===== src/rtl/shared_register_arbiter.sv =====
// shared_register_arbiter: round-robin valid/ready access to one shared load/toggle register.
// Optional owner locking is enabled by defining SHARED_REGISTER_ARBITER_LOCK_EN.
module shared_register_arbiter #(
    parameter int unsigned WORD_WIDTH = 8,
    parameter int unsigned REQUESTERS = 4,
    parameter logic [WORD_WIDTH-1:0] RESET_VALUE = '0
) (
    input  logic                             clock,
    input  logic                             clear,
    input  logic                             clock_enable,
    input  logic [REQUESTERS-1:0]            req_valid,
    input  logic [REQUESTERS-1:0]            req_toggle,
    input  logic [REQUESTERS*WORD_WIDTH-1:0] req_data,
    input  logic [REQUESTERS-1:0]            req_lock,
    output logic [REQUESTERS-1:0]            req_ready,
    output logic [WORD_WIDTH-1:0]            data_out,
    output logic                             grant_valid,
    output logic [$clog2(REQUESTERS)-1:0]    grant_id,
    output logic                             locked
);
    localparam int unsigned IW = $clog2(REQUESTERS);

    logic [WORD_WIDTH-1:0] data_q, data_d;
    logic                  gv_q, gv_d;
    logic [IW-1:0]         gid_q, gid_d;
    logic [IW-1:0]         ptr_q, ptr_d;
    logic [REQUESTERS-1:0] elig;
    logic [IW:0]           s;
    logic [IW-1:0]         j;
    logic [IW-1:0]         g;
    logic                  found;
    logic                  acc;

`ifdef SHARED_REGISTER_ARBITER_LOCK_EN
    typedef enum logic {UNLOCKED, LOCKED} state_t;
    state_t        state_q, state_d;
    logic [IW-1:0] owner_q, owner_d;

    // While locked only the owner may be granted.
    assign elig   = (state_q == LOCKED) ? (REQUESTERS'(1) << owner_q) : '1;
    assign locked = state_q == LOCKED;

    always_comb begin
        state_d = state_q;
        owner_d = owner_q;
        if (acc) begin
            state_d = req_lock[g] ? LOCKED : UNLOCKED;
            owner_d = req_lock[g] ? g : owner_q;
        end
    end

    always_ff @(posedge clock) begin
        if (clear) begin
            state_q <= UNLOCKED;
            owner_q <= '0;
        end else if (clock_enable) begin
            state_q <= state_d;
            owner_q <= owner_d;
        end
    end
`else
    logic unused_lock;
    assign unused_lock = ^req_lock;
    assign elig        = '1;
    assign locked      = 1'b0;
`endif

    // Scan from the rotate pointer, wrapping modulo REQUESTERS.
    always_comb begin
        found = 1'b0;
        g     = '0;
        s     = '0;
        j     = '0;
        for (int k = 0; k < REQUESTERS; k++) begin
            s = {1'b0, ptr_q} + (IW+1)'(k);
            if (s >= (IW+1)'(REQUESTERS)) s = s - (IW+1)'(REQUESTERS);
            j = s[IW-1:0];
            if (!found && req_valid[j] && elig[j]) begin
                found = 1'b1;
                g     = j;
            end
        end
    end

    assign acc       = found && clock_enable && !clear;
    assign req_ready = acc ? (REQUESTERS'(1) << g) : '0;

    always_comb begin
        data_d = acc ? (req_toggle[g] ? ~data_q : req_data[g*WORD_WIDTH +: WORD_WIDTH]) : data_q;
        gv_d   = acc;
        gid_d  = acc ? g : gid_q;
        ptr_d  = !acc ? ptr_q : (g == IW'(REQUESTERS-1)) ? '0 : g + IW'(1);
    end

    always_ff @(posedge clock) begin
        if (clear) begin
            data_q <= RESET_VALUE;
            gv_q   <= 1'b0;
            gid_q  <= '0;
            ptr_q  <= '0;
        end else if (clock_enable) begin
            data_q <= data_d;
            gv_q   <= gv_d;
            gid_q  <= gid_d;
            ptr_q  <= ptr_d;
        end
    end

    assign data_out    = data_q;
    assign grant_valid = gv_q;
    assign grant_id    = gid_q;
endmodule

===== config.mk =====
export PLATFORM = sky130hd
export DESIGN_NAME = shared_register_arbiter
export DESIGN_NICKNAME = d
export VERILOG_FILES = /design/src/rtl/shared_register_arbiter.sv
export SDC_FILE = /design/constraint.sdc
export NUM_CORES = 1
export LEC_CHECK = 0
export CAP_MARGIN = 20
export CORE_MARGIN = 2
export CORE_UTILIZATION = 35
export DETAILED_ROUTE_END_ITERATION = 8
export PLACE_DENSITY = 0.89
export SLEW_MARGIN = 20
export SYNTH_ARGS = -nofsm -noshare
export SYNTH_HDL_FRONTEND = slang
export SYNTH_SLANG_ARGS = --single-unit

===== constraint.sdc =====
create_clock -name clock -period 2.16 [get_ports clock]
set_input_delay 0.216 -clock clock [delete_from_list [all_inputs] [get_ports clock]]
set_output_delay 0.216 -clock clock [all_outputs]
set_load 0.02 [all_outputs]

==> impl_metrics.csv, run 1 <==
group,metric,value,unit
min_path,hp-class,"register to register",
route,detail_route.wl_per_cell,13.2,um
power,p_per_area,518,mW/mm2
critical_path,worstReg2RegEnd,"data_out[3]",
timing,max_clock_freq,0.482,GHz
global_route,grt_pass1_vias,1175,
timing,rsz0062_at_grt,"no",
clock_tree,cts.path.max_buffers,2,
cells_and_area,nets,245,
floorplan,dieHeight,57.2,um
yosys,synthesis.nets,178,
global_route,grt_max_degree,21,
critical_path,cpPeakStageDelay,390,ps
placement,dpl_worst_slack,-295,ps
route,vias_per_cell,5.25,
critical_path,rrSetupSlack,110,ps
critical_path,path_class,"register to output port",
critical_path,critPathRequiredTime,1940,ps
cells_and_area,final_cell_mix,"clkdlybuf4s50_1, nand2_1, mux2i_1",
cells_and_area,layout_commonest_cell,"clkdlybuf4s50_1",
yosys,synth_area,992,um2
global_route,antenna_found_initial,0,
floorplan,core,0.00273,mm2
yosys,ys_ff_latch,13,
global_route,met1_usage,20.5,%
timing,fin_ws,84.3,ps
power,leakagePower,0.000697,uW
timing,period_minus_slack,2080,ps
min_path,min_to,"grant_id[0]",
critical_path,end_kind,"output port",
clock_tree,cts_tree,"yes",
floorplan,start_util,36.3,%
route,drc,0,
power,netSwitchingFraction,33.7,%
power,ir_drop,387,uV
yosys,ys_types,27,
yosys,synth_top_area_cell,"dfxtp_1",
power,p_int,585,uW
yosys,ys_seq_area_share,26.2,%
timing,drv_slew,0,
global_route,grt.met3_usage,3.17,%
power,p_seq_share,33.4,%
yosys,synth.avg_cell_area,7.81,um2
placement,dpl.hpwl,2430,um
placement,gp_congestion,0.800,
clock_tree,clockRootBuffer,"clkbuf_4",
global_route,use_met2,34.5,%
outcome,status,"complete, no violations",
route,drt_wl_total,2950,um
global_route,grt_util_all_layers,18.2,%
yosys,ys_warn_count,0,
floorplan,ios,63,
power,comb_power_share,50.5,%
clock_tree,post_cts_buffers,0,
placement,port_buffers,57,
floorplan,die_x,57.2,um
route,num_vias,1176,
min_path,hold_depth,2,
power,power,883,uW
route,antenna_left,0,
cells_and_area,nFillCells,235,
route,first_iter_violations,24,
global_route,grt_pass1_wl,4850,um
critical_path,reg2reg_from,"ptr_q[1]",
clock_tree,cts_buffers,3,
floorplan,die_area,0.00328,mm2
cells_and_area,area_growth,71.8,%
timing,hold_viol,0,
critical_path,arrival,1860,ps
timing,finalSetupViolations,0,
clock_tree,worstSkewPairLatency,260,ps
global_route,grt_busiest_layer,"met2",
critical_path,path_max_fanout,6,
power,p_sw,298,uW
yosys,synth_top_cell_area_share,26.2,%
cells_and_area,antenna-diode-count,0,
global_route,gr-total-overflow,0,
power,p_clk_share,16.2,%
critical_path,startpoint_type,"register",
route,first_pass_iters,4,
critical_path,worstRegToRegCells,8,
yosys,syn_inst,127,
floorplan,rows,19,
run,cap_violations,0,
clock_tree,h-tree-depth,1,
clock_tree,cts.clk_slew.worst_paths,80,ps
critical_path,cp_cell_sequence,"mux2i_1 > nor2_1 > nor3_2 > buf_4 > ha_1 > and2_1 > dlygate4sd2_1",
timing,fin_crit_sh,96.1,%
timing,skew,2.83,ps
yosys,ys_top_cells_by_area,"dfxtp_1, mux2i_1, nand2_1",
cells_and_area,drive_gt1_share,14.5,%
clock_tree,cts_sinks,13,
critical_path,slowest_stage,"dfxtp_4",
min_path,min_from,"grant_id[0]",
[power groups by stage]
stage	clock, uW	sequential, uW	combinational (uW)
after detailed placement	0	298	449
after global routing	167	298	485
final	143	295	446
after CTS	148	294	448
after global placement	0	296	436
after floorplan	0	325	203
[stage by stage]
step	setup TNS, ps	hold WS [ps]	util (%)	instances	area [um2]
6_report	0	470	62.3	224	1700
5_1_grt	0	497	62.3	224	1700
4_1_cts	0	472	62.4	224	1710
3_5_place_dp	-3130	457	61.3	220	1680
3_3_place_gp	-2040	452	61.3	220	1680
2_1_floorplan	0	285	-	127	992
[worst max path at each step]
| stage | from | end | slack [ps] | depth (start not counted) |
|---|---|---|---|---|
| 4_1_cts | ptr_q[1] | req_ready[0] | 20 | 8 |
| 5_1_grt | ptr_q[1] | req_ready[3] | 3 | 7 |
| 3_5_place_dp | req_valid[2] | data_out[3] | -300 | 9 |
| 2_1_floorplan | ptr_q[1] | data_out[3] | 200 | 7 |
| 3_3_place_gp | req_valid[2] | req_ready[2] | -200 | 8 |
| 6_report | ptr_q[1] | req_ready[3] | 80 | 7 |
[cell usage after synthesis]
cell type,n
a211oi_1,1
o41a_1,1
a2bb2oi_2,1
buf_6,1
ha_1,4
or3_1,8
nand4_1,8
nor3_2,1
nand2b_1,1
a31oi_1,8
buf_2,1
nor3b_1,1
nand2_1,31
dfxtp_1,13
mux2_2,1
a21oi_1,6
nand3b_1,1
mux2i_1,19
buf_4,2
clkbuf_1,5
inv_2,2
and2_1,4
inv_1,1
conb_1,1
nor2_1,3
o41ai_1,1
a21oi_2,1
[layout make-up]
type	instances	area [um2]	share of cell area [%]
Timing Repair Buffer	71	677	39.7
Sequential cell	13	264	15.5
Clock buffer	4	26.3	1.54
Multi-Input combinational cell	102	687	40.3
Tap cell	31	38.8	2.28
Inverter	3	11.3	0.661
[routing by layer]
metal / vias up / share of wire [%]
li1: 583 / -
met1: 540 / 41
met2: 47 / 52
met3: 6 / 6.0
met4: 0 / 1.4
met5: - / 0
[flip-flops by register name (all words and copies together), names as in the netlist]
name         cells
grant_id         2
data_out         8
ptr_q            2
grant_valid      1
[cells by family (layout without fill, tap and decap cells)]
group,Yosys count,after routing,synth area share [%]
buf+inv,12,78,6.18
fa+ha+maj,4,4,5.04
other cells,1,1,0.378
compound gates,19,19,13.2
simple gates,58,58,28.6
mux,20,20,20.3
flops,13,13,26.2
[critical path, delay by kind of cell (launching register included)]
kind | cells | cell delay [ps]
adders and majority gates | 1 | 140
buffers and inverters | 2 | 500
DFF | 1 | 390
muxes | 1 | 210
and+or+nand+nor | 3 | 360
[timing repair]
| item | 4_1_cts | 5_1_grt |
|---|---|---|
| resized for setup | 11 | 5 |
| endpoints found under the hold margin | 0 | 0 |
| hold buffers | 0 | 0 |
| endpoints found under the setup margin | 12 | 11 |
| pin swaps | 0 | 0 |
Power figures use the tool's default switching activity.
==> run 2, diff against run 1 <==
--- a/config.mk
+++ b/config.mk
@@ -8,8 +8,10 @@
 export CAP_MARGIN = 20
 export CORE_MARGIN = 2
 export CORE_UTILIZATION = 35
+export CTS_BUF_LIST = sky130_fd_sc_hd__clkbuf_16
 export DETAILED_ROUTE_END_ITERATION = 8
 export PLACE_DENSITY = 0.89
+export SKIP_CTS_REPAIR_TIMING = 1
 export SLEW_MARGIN = 20
 export SYNTH_ARGS = -nofsm -noshare
 export SYNTH_HDL_FRONTEND = slang
==> run 2 against run 1 <==
  * Die area is the same
  * Sequential power is essentially flat
  * Sequential share of layout area shrank 0.68 points
  * Critical path type is now input port to register
  * Largest cell class is now non-clock buffers
  * Largest power group unchanged
==> impl_metrics.csv, run 2 (synthesis gave the netlist of run 1 again) <==
group,metric,value,unit
global_route,grt_pass1_wl,4900,um
critical_path,rrSetupSlack,110,ps
power,leakagePower,0.000794,uW
timing,finalSetupViolations,0,
floorplan,dieHeight,57.2,um
cells_and_area,area_growth,79.7,%
placement,dpl.hpwl,2430,um
route,vias_per_cell,5.23,
critical_path,startpoint_type,"input port",
route,met3_length,178,um
power,power,1080,uW
timing,skew,1.55,ps
global_route,grt_max_degree,21,
clock_tree,cts_tree,"yes",
min_path,min_from,"grant_id[0]",
route,drc,0,
cells_and_area,layout_commonest_cell,"clkdlybuf4s50_1",
placement,port_buffers,57,
cells_and_area,drive_gt1_share,13.5,%
critical_path,arrival,2260,ps
cells_and_area,seq_area,264,um2
timing,drv_slew,0,
cells_and_area,multi_input_area,687,um2
global_route,grt_pass1_vias,1182,
timing,period_minus_slack,2100,ps
clock_tree,cts_buffers,3,
clock_tree,h-tree-depth,1,
run,cap_violations,0,
clock_tree,cts.path.max_buffers,2,
cells_and_area,antenna-diode-count,0,
timing,hold_ws,465,ps
timing,hold_viol,0,
min_path,hp-class,"register to register",
critical_path,end_kind,"register",
route,wl_met2,1540,um
critical_path,reg2reg_from,"ptr_q[1]",
route,highest_layer,"met4",
cells_and_area,stdcell_area,0.00178,mm2
cells_and_area,nFillCells,224,
route,drt_wl_total,3000,um
timing,max_clock_freq,0.476,GHz
route,antenna_left,0,
route,num_vias,1172,
clock_tree,clockRootBuffer,"clkbuf_16",
clock_tree,cts_sinks,13,
floorplan,core,0.00273,mm2
min_path,hold_depth,2,
placement,dp_cells,220,
critical_path,path_class,"input port to register",
timing,fin_crit_sh,97.2,%
min_path,min_to,"grant_id[0]",
placement,dpl_cell_area,0.00168,mm2
global_route,antenna_found_initial,0,
global_route,gr-total-overflow,0,
route,detail_route.wl_per_cell,13.4,um
critical_path,path_max_fanout,10,
global_route,grt_util_all_layers,18.7,%
power,ir_drop,598,uV
critical_path,worstReg2RegEnd,"data_out[3]",
power,p_per_area,607,mW/mm2
route,first_iter_violations,19,
route,first_pass_iters,4,
outcome,status,"complete, no violations",
floorplan,die_area,0.00328,mm2
critical_path,worstRegToRegCells,8,
critical_path,critPathRequiredTime,2320,ps
cells_and_area,final_cell_mix,"clkdlybuf4s50_1, nand2_1, mux2i_1",
clock_tree,worstSkewPairLatency,240,ps
cells_and_area,nets,245,
placement,gp_congestion,0.800,
floorplan,ios,63,
clock_tree,cts.clk_slew.worst_paths,40,ps
route,wl_met1,1240,um
cells_and_area,fin_util,65.2,%
floorplan,die_x,57.2,um
floorplan,start_util,36.3,%
floorplan,rows,19,
cells_and_area,fin_cells,224,
cells_and_area,largest_reg_flops,8,
## run 2: cell count changes in the layout (fill, tap and decap cells not counted), sizes merged
cell and change:
dlymetal6s2s +5, clkbuf -3, dlygate4sd2 -3, clkdlybuf4s15 -1, clkdlybuf4s50 +1, inv +1
## run 2: worst max-delay path, cell delays in order
cell and delay, ps:
clkdlybuf4s50_1 500, nand3b_1 220, a2bb2oi_2 140, buf_4 170, buf_12 110, mux2i_1 70
mux2_4 320, or3_1 320, a31oi_1 180
## run 2: worst max-delay path by stage
stage / start / endpoint / slack, ps / cells after the start
after floorplan: ptr_q[1] / data_out[3] / 200 / 7
after global routing: req_valid[1] / data_out[4] / -30 / 10
after global placement: req_valid[2] / req_ready[2] / -200 / 8
final: req_valid[1] / data_out[3] / 60 / 9
after detailed placement: req_valid[2] / data_out[3] / -300 / 9
after CTS: req_valid[2] / req_ready[0] / -290 / 8
## run 2: layer usage
layer | GRT usage (%) | vias to the layer above
met5 | 0 | -
met4 | 6.64 | 0
met3 | 4.31 | 6
met2 | 34.8 | 43
met1 | 20.5 | 542
li1 | - | 581
## run 2: stage by stage
step | setup WS, ps | TNS, ps
finish | 60.9 | 0
global route | -26.3 | -71.2
CTS | -293 | -1260
detailed placement | -295 | -3130
global placement | -201 | -2040
floorplan | 204 | 0
## run 2: power breakdown
group / leakage, uW / internal (uW) / switching, uW
logic: 0.000643 / 247 / 202
clock network: 0.0000423 / 243 / 92.8
registers: 0.000108 / 271 / 24.9
total: 0.000794 / 762 / 320
## run 2: area by class of cell
| class | count | share of cell area, % |
|---|---|---|
| Tap cell | 31 | 2.18 |
| Multi-Input combinational cell | 102 | 38.5 |
| Timing Repair Buffer | 71 | 39.4 |
| Clock inverter | 1 | 0.211 |
| Clock buffer | 3 | 4.21 |
| Inverter | 3 | 0.632 |
| Sequential cell | 13 | 14.8 |
